**src/rtl/eac_accum_if.sv**
```systemverilog
// Handshake/data bundle for the end-around-carry accumulator.
// Optional EAC_CHECK_EN adds the checksum-verify flag `ok`.
interface eac_accum_if #(
  parameter int N     = 4,
  parameter int LEN_W = 4
);
  logic               start;
  logic [LEN_W-1:0]   len;
  logic [2*N-1:0]     a;
  logic               in_valid;
  logic               in_ready;
  logic [2*N-1:0]     sum_out;
  logic               done;
  logic               busy;
`ifdef EAC_CHECK_EN
  logic               ok;

  modport master (
    output start, len, a, in_valid,
    input  in_ready, sum_out, done, busy, ok
  );
  modport slave (
    input  start, len, a, in_valid,
    output in_ready, sum_out, done, busy, ok
  );
`else
  modport master (
    output start, len, a, in_valid,
    input  in_ready, sum_out, done, busy
  );
  modport slave (
    input  start, len, a, in_valid,
    output in_ready, sum_out, done, busy
  );
`endif
endinterface

```
**src/rtl/eac_accum.sv**
```systemverilog
// Multi-word ones' complement accumulator with deferred end-around carry.
// Define EAC_CHECK_EN to add the registered all-ones verify flag `ok`.
module eac_accum #(
  parameter int N     = 4,
  parameter int LEN_W = 4
) (
  input  logic        clk,
  input  logic        rst,
  eac_accum_if.slave  bus
);
  localparam int W = 2 * N;

  typedef enum logic [1:0] {
    IDLE,
    ACC,
    FOLD,
    DONE
  } state_t;

  state_t           r_state;
  state_t           w_next;
  logic [W-1:0]     r_acc;
  logic             r_carry;
  logic [LEN_W-1:0] r_cnt;
  logic [W-1:0]     r_sum;
  logic             w_accept;
  logic             w_last;
  logic [W:0]       w_add;
  logic [W-1:0]     w_fold;

  assign w_accept = (r_state == ACC) && bus.in_valid;
  assign w_last   = (r_cnt == LEN_W'(1));

  // Carry out of each word is held back and fed into the next add
  assign w_add  = {1'b0, r_acc}
                + {1'b0, bus.a}
                + {{W{1'b0}}, r_carry};
  assign w_fold = r_acc + {{(W-1){1'b0}}, r_carry};

  always_comb begin
    w_next = r_state;
    unique case (r_state)
      IDLE: begin
        if (bus.start) begin
          w_next = (bus.len != '0) ? ACC : FOLD;
        end
      end
      ACC: begin
        if (w_accept && w_last) begin
          w_next = FOLD;
        end
      end
      FOLD:    w_next = DONE;
      DONE:    w_next = IDLE;
      default: w_next = IDLE;
    endcase
  end

  always_ff @(posedge clk) begin
    if (rst) begin
      r_state <= IDLE;
      r_acc   <= '0;
      r_carry <= 1'b0;
      r_cnt   <= '0;
      r_sum   <= '0;
    end else begin
      r_state <= w_next;
      if ((r_state == IDLE) && bus.start) begin
        r_acc   <= '0;
        r_carry <= 1'b0;
        r_cnt   <= bus.len;
      end
      if (w_accept) begin
        {r_carry, r_acc} <= w_add;
        r_cnt            <= r_cnt - LEN_W'(1);
      end
      if (r_state == FOLD) begin
        r_acc   <= w_fold;
        r_carry <= 1'b0;
        r_sum   <= w_fold;
      end
    end
  end

  assign bus.in_ready = (r_state == ACC);
  assign bus.done     = (r_state == DONE);
  assign bus.busy     = (r_state != IDLE);
  assign bus.sum_out  = r_sum;

`ifdef EAC_CHECK_EN
  logic r_ok;

  always_ff @(posedge clk) begin
    if (rst) begin
      r_ok <= 1'b0;
    end else if (r_state == FOLD) begin
      r_ok <= (w_fold == {W{1'b1}});
    end
  end

  assign bus.ok = r_ok;
`endif

endmodule

```
**src/flat_wrapper.sv**
```systemverilog
// flat-port wrapper written by rule: the top's interface ports become plain ports
module eac_accum_flat 
#(
  parameter int N     = 4,
  parameter int LEN_W = 4
)
  (clk, rst, bus_start, bus_len, bus_a, bus_in_valid, bus_in_ready, bus_sum_out, bus_done, bus_busy);
  eac_accum_if #(.N(N), .LEN_W(LEN_W)) bus_i ();
  input  logic clk;
  input  logic rst;
  input wire logic [$bits(bus_i.start)-1:0] bus_start;
  input wire logic [$bits(bus_i.len)-1:0] bus_len;
  input wire logic [$bits(bus_i.a)-1:0] bus_a;
  input wire logic [$bits(bus_i.in_valid)-1:0] bus_in_valid;
  output wire logic [$bits(bus_i.in_ready)-1:0] bus_in_ready;
  output wire logic [$bits(bus_i.sum_out)-1:0] bus_sum_out;
  output wire logic [$bits(bus_i.done)-1:0] bus_done;
  output wire logic [$bits(bus_i.busy)-1:0] bus_busy;
  assign bus_i.start = bus_start;
  assign bus_i.len = bus_len;
  assign bus_i.a = bus_a;
  assign bus_i.in_valid = bus_in_valid;
  assign bus_in_ready = bus_i.in_ready;
  assign bus_sum_out = bus_i.sum_out;
  assign bus_done = bus_i.done;
  assign bus_busy = bus_i.busy;
  eac_accum #(.N(N), .LEN_W(LEN_W)) u_core (.clk(clk), .rst(rst), .bus(bus_i));
endmodule
```
**config.mk**
```make
export PLATFORM = sky130hd
export DESIGN_NAME = eac_accum_flat
export DESIGN_NICKNAME = d
export VERILOG_FILES = /design/src/rtl/eac_accum_if.sv /design/src/rtl/eac_accum.sv /design/src/flat_wrapper.sv
export SDC_FILE = /design/constraint.sdc
export NUM_CORES = 1
export LEC_CHECK = 0
export CAP_MARGIN = 20
export CORE_UTILIZATION = 40
export CTS_CLUSTER_DIAMETER = 120
export CTS_CLUSTER_SIZE = 14
export DETAILED_ROUTE_END_ITERATION = 12
export PLACE_DENSITY = 0.67
export SYNTH_ARGS = -nofsm -noshare
export SYNTH_HDL_FRONTEND = slang
export SYNTH_SLANG_ARGS = --single-unit
```
**constraint.sdc**
```tcl
create_clock -name clk -period 2.86 [get_ports clk]
set_input_delay 0.858 -clock clk [delete_from_list [all_inputs] [get_ports clk]]
set_output_delay 0.858 -clock clk [all_outputs]
set_load 0.02 [all_outputs]
```
== After elaboration in Yosys (flattened, before gate mapping) ==
Cells that the tools add are included.

* Eq/ne operators: 6
* Add/subtract/negate cells: 4
* Reduce and logical (&&, ||, !) cells: 10
* Mux-type cells: 11

{| class="wikitable"
|+ Operators with widths
! operator !! count
|-
| 8-bit two-way mux || 3
|-
| 8-bit by 8-bit adder with 9-bit output || 1
|-
| 9-bit by 1-bit adder with 9-bit output || 1
|-
| 8-bit by 1-bit adder with 8-bit output || 1
|-
| 4-bit two-way mux || 2
|-
| 2-bit one-hot mux with 4 select lines || 1
|-
| 2-bit two-way mux || 3
|-
| 2-bit == test, second input constant || 2
|-
| 4-bit by 1-bit == test with 1-bit output, second input constant || 1
|-
| 2-bit nonzero test || 2
|-
| 4-bit nonzero test || 1
|-
| 4-bit by 1-bit subtractor with 4-bit output, second input constant || 1
|-
| 1-bit logical AND || 3
|-
| 3-bit nonzero test || 1
|-
| 2-bit by 1-bit == test with 1-bit output, second input constant || 1
|-
| 2-bit logical NOT || 1
|-
| 1-bit two-way mux || 2
|-
| 2-bit by 1-bit != test with 1-bit output, second input constant || 1
|-
| 2-bit != test, second input constant || 1
|-
| 2-bit AND reduction || 1
|-
| 2-bit OR reduction || 1
|}

* Register bits after elaboration: 23
* Word-level logic and storage cells: 36
* Bits of input ports: 16

== Logic depth before layout (Yosys ltp) ==
* Depth in word-level cells: 5
* Mapped depth: 8
* Depth with buffers taken out: 8

== Least setup slack after synthesis ==
OpenSTA, ideal clock, no wires.

* Path kind: input -> register
* From: input port bus_a[0]
* To: register u_core.r_acc[6]
* Stages: 8
* Slack: 0.276 ns
* Data arrival time: 2.462 ns
* Buffers on the path: 0
* Cells stage by stage: fa_1 > inv_1 > fa_1 > nor2b_4 > o31a_1 > o21ai_0 > a211oi_1 > a311o_2

* Word-level cells in the longest chain between the ends: 4

{| class="wikitable"
|+ RTL lines
! element !! RTL line !! RTL
|-
| start, declared || flat_wrapper.sv:13 || <nowiki>input wire logic [$bits(bus_i.a)-1:0] bus_a;</nowiki>
|-
| 8-bit by 8-bit adder with 9-bit output || eac_accum.sv:36 || <nowiki>+ {1'b0, bus.a}</nowiki>
|-
| 9-bit by 1-bit adder with 9-bit output || eac_accum.sv:37 || <nowiki>+ {{W{1'b0}}, r_carry};</nowiki>
|-
| 8-bit two-way mux || eac_accum.sv:73 || <nowiki>if (w_accept) begin</nowiki>
|-
| 8-bit two-way mux || eac_accum.sv:77 || <nowiki>if (r_state == FOLD) begin</nowiki>
|-
| end signal, assigned || eac_accum.sv:74 || <nowiki>{r_carry, r_acc} <= w_add;</nowiki>
|-
| end signal, assigned || eac_accum.sv:78 || <nowiki>r_acc <= w_fold;</nowiki>
|-
| end, declared || eac_accum.sv:22 || <nowiki>logic [W-1:0] r_acc;</nowiki>
|}

Every way passes these cells.
A chain may end at the register's enable or synchronous reset.

== Final worst setup path ==
Same ends and word-level chain as after synthesis.

==> impl_metrics.toml <==
[clock_tree]
clock_path_buffers = 2
hold_buffers = 0
cts_root_buf = "clkbuf_8"
numCtsBuffers = 3
path_clk_slew_ps = 80
cts_sinks = 23
post_cts_buffers = 0
clock_latency_ps = 260
h-tree-depth = 1
tritoncts = "yes"

[worst_setup_path]
crit_arrival_ps = 2910
cp_max_fo = 3
crit_type = "in -> reg"
startpoint_type = "input port"
end_kind = "register"
worstPathRequired_ps = 3020

[placement]
portBuffers = 26
postPlaceCellArea_um2 = 1850
dp_hpwl_um = 2630
place_congestion = 0.839
dp_slack_ps = -244

[logic_synthesis]
avgSynthCellArea_um2 = 8.67
synthTopCellsByCount = "nor2_1 (24), dfxtp_1 (23), ha_1 (16)"
synth_flop_cell = "dfxtp_1"
ys_ff_latch = 23
synth.most_common_cell = "nor2_1"
ys_top_cells_by_area = "dfxtp_1 (30%), ha_1 (13%), nor2_1 (5.9%), a211oi_1 (3.5%), a21oi_1 (3.0%)"
synth_cell_types = 40
synth_edf_count = 0
yosysSeqAreaShare_pct = 30.3
synth_cells = 175
synthesis.area_um2 = 1520
synth_top_area_cell = "dfxtp_1"
async_flop_share_pct = 0
yosys_warnings = 0
synth.top_cell.area_share_pct = 30.3
synthesis.nets = 209

[sta]
finalHoldViolCount = 0
finalWorstSetupSlack_ps = 103
slew_headroom_pct = 69.4
fmaxAchievable_mhz = 363
setup_viol = 0
tightest_slew_ps = 460
slew_viol_final = 0
fin_skew_ps = 2.46
fin_crit_sh_pct = 96.4
rsz0062_at_grt = "no"
min_period_ps = 2760

[route]
vias = 1346
wl_per_cell_um = 13.4
routed_wl_um = 3360
viasPerCell = 5.36
drt-initial-drc-count = 74
ant_nets = 0
dr.pass1.iters = 4
drc = 0

[global_routing]
grt_pass1_wl_um = 5530
grt_start_max_net_pins = 17
grt_overflow_total = 0
grt_use_total_pct = 17.7
antenna_found_initial = 0
grt_pass1_vias = 1258

[power]
power_frac_comb_pct = 55.9
intPower_uw = 943
total_power_uw = 1610
pwr_density_cell_nw_per_um2 = 845
leakagePower_uw = 0.000749
p_clk_share_pct = 12.6
p_switching_uw = 664
power_frac_seq_pct = 31.5
switching_share_pct = 41.3
vdd_ir_drop_max_v = 0.000434

[floorplanning]
dieHeight_um = 63.6
start_util_pct = 41.5
core_um2 = 3660
die-area_um2 = 4040
placementRows = 22
pin_count = 27
dieWidth_um = 63.6

[job]
maxCapViolations = 0

[cells_and_area]
fin_nets = 238
final_area_um2 = 1900
n_antenna_cell = 0
layout-drive-gt1-share_pct = 6.90
syn_to_final_growth_pct = 25.4

[min_path]
holdCritPathClass = "reg -> reg"

[run_status]
outcome = "finished, final reports clean"
registers in the layout, indices dropped and copies added (netlist names):
name / cells
u_core.r_carry: 1
u_core.r_state: 2
u_core.bus.sum_out: 8
u_core.r_acc: 8
u_core.r_cnt: 4
metal layers:
layer	part of all wire (%)	track usage, %	up-vias
met1	45	20.9	618
met3	4.3	4.71	5
met4	1.4	7.39	0
met2	49	29.9	30
li1	-	-	693
met5	0	0	-
worst max-delay path, cell delays in order:
cell and delay [ps]:
clkdlybuf4s50_1 450, fa_2 400, inv_1 80, fa_2 230
nor2b_4 40, o31a_1 270, o21ai_0 150, a211oi_1 90
a311o_2 350
cell usage in the layout, fill, tap and decap left out, drive strengths merged, types with 4 or more instances in the layout:
cell            n
ha             16
nor2           24
a211oi          7
nand3           4
clkdlybuf4s50  26
nand2           5
and3            6
a21oi           9
mux2i           4
buf             5
dfxtp          23
xnor2           5
nor3            5
o21ai           5
nor2b           4
clkbuf          4
inv             8
a221oi          4
xor2            4
area by class of cell:
cell class              count  area (µm²)
fillers                   364        1760
multi-input cells         137        1010
flip-flops and latches     23         460
repair buffers             31         298
well taps                  48        60.1
clock buffers               4        45.0
inverters                   8        30.0
path summary, 6_finish.rpt:
kind / slack (ps) / endpoint / depth (start not counted) / startpoint
worst max-delay path: 100 / u_core.r_acc[6] / 9 / bus_a[0]
worst min-delay path: 460 / u_core.bus.sum_out[4] / 1 / u_core.bus.sum_out[4]
worst max register to register: 810 / u_core.r_acc[6] / 8 / u_core.r_carry
worst min register to register: 460 / u_core.bus.sum_out[4] / 1 / u_core.bus.sum_out[4]
power groups by stage:
| stage | combinational [µW] | clock (µW) | sequential, µW |
|---|---|---|---|
| floorplan | 596 | 0 | 536 |
| detailed placement | 890 | 0 | 512 |
| global route | 986 | 223 | 519 |
| finish | 899 | 203 | 506 |
| CTS | 898 | 209 | 505 |
| global placement | 871 | 0 | 508 |
through the flow:
stage | hold WS, ps | TNS, ps | std cells | utilization, %
global route | 504 | 0 | 251 | 52.0
finish | 460 | 0 | 251 | 52.0
detailed placement | 445 | -809 | 247 | 50.4
floorplan | 476 | 0 | 175 | -
CTS | 468 | 0 | 251 | 51.6
global placement | 440 | -636 | 247 | 50.4
cells by family (layout without fill, tap and decap cells):
family / Yosys count / in the layout / synth area share, %
DFF: 23 / 23 / 30.3
adders and majority gates: 18 / 18 / 15.8
and+or+nand+nor: 58 / 58 / 19.1
AOI/OAI and AO/OA: 47 / 47 / 22.2
buffers and inverters: 15 / 43 / 3.96
muxes: 5 / 5 / 3.38
xor gates and xnor gates: 9 / 9 / 5.19
timing repair:
action | CTS | global route
endpoints found under the hold margin | 0 | 0
gates resized for setup | 0 | 3
endpoints found under the setup margin | 0 | 3
Power figures use the tool's default switching activity.
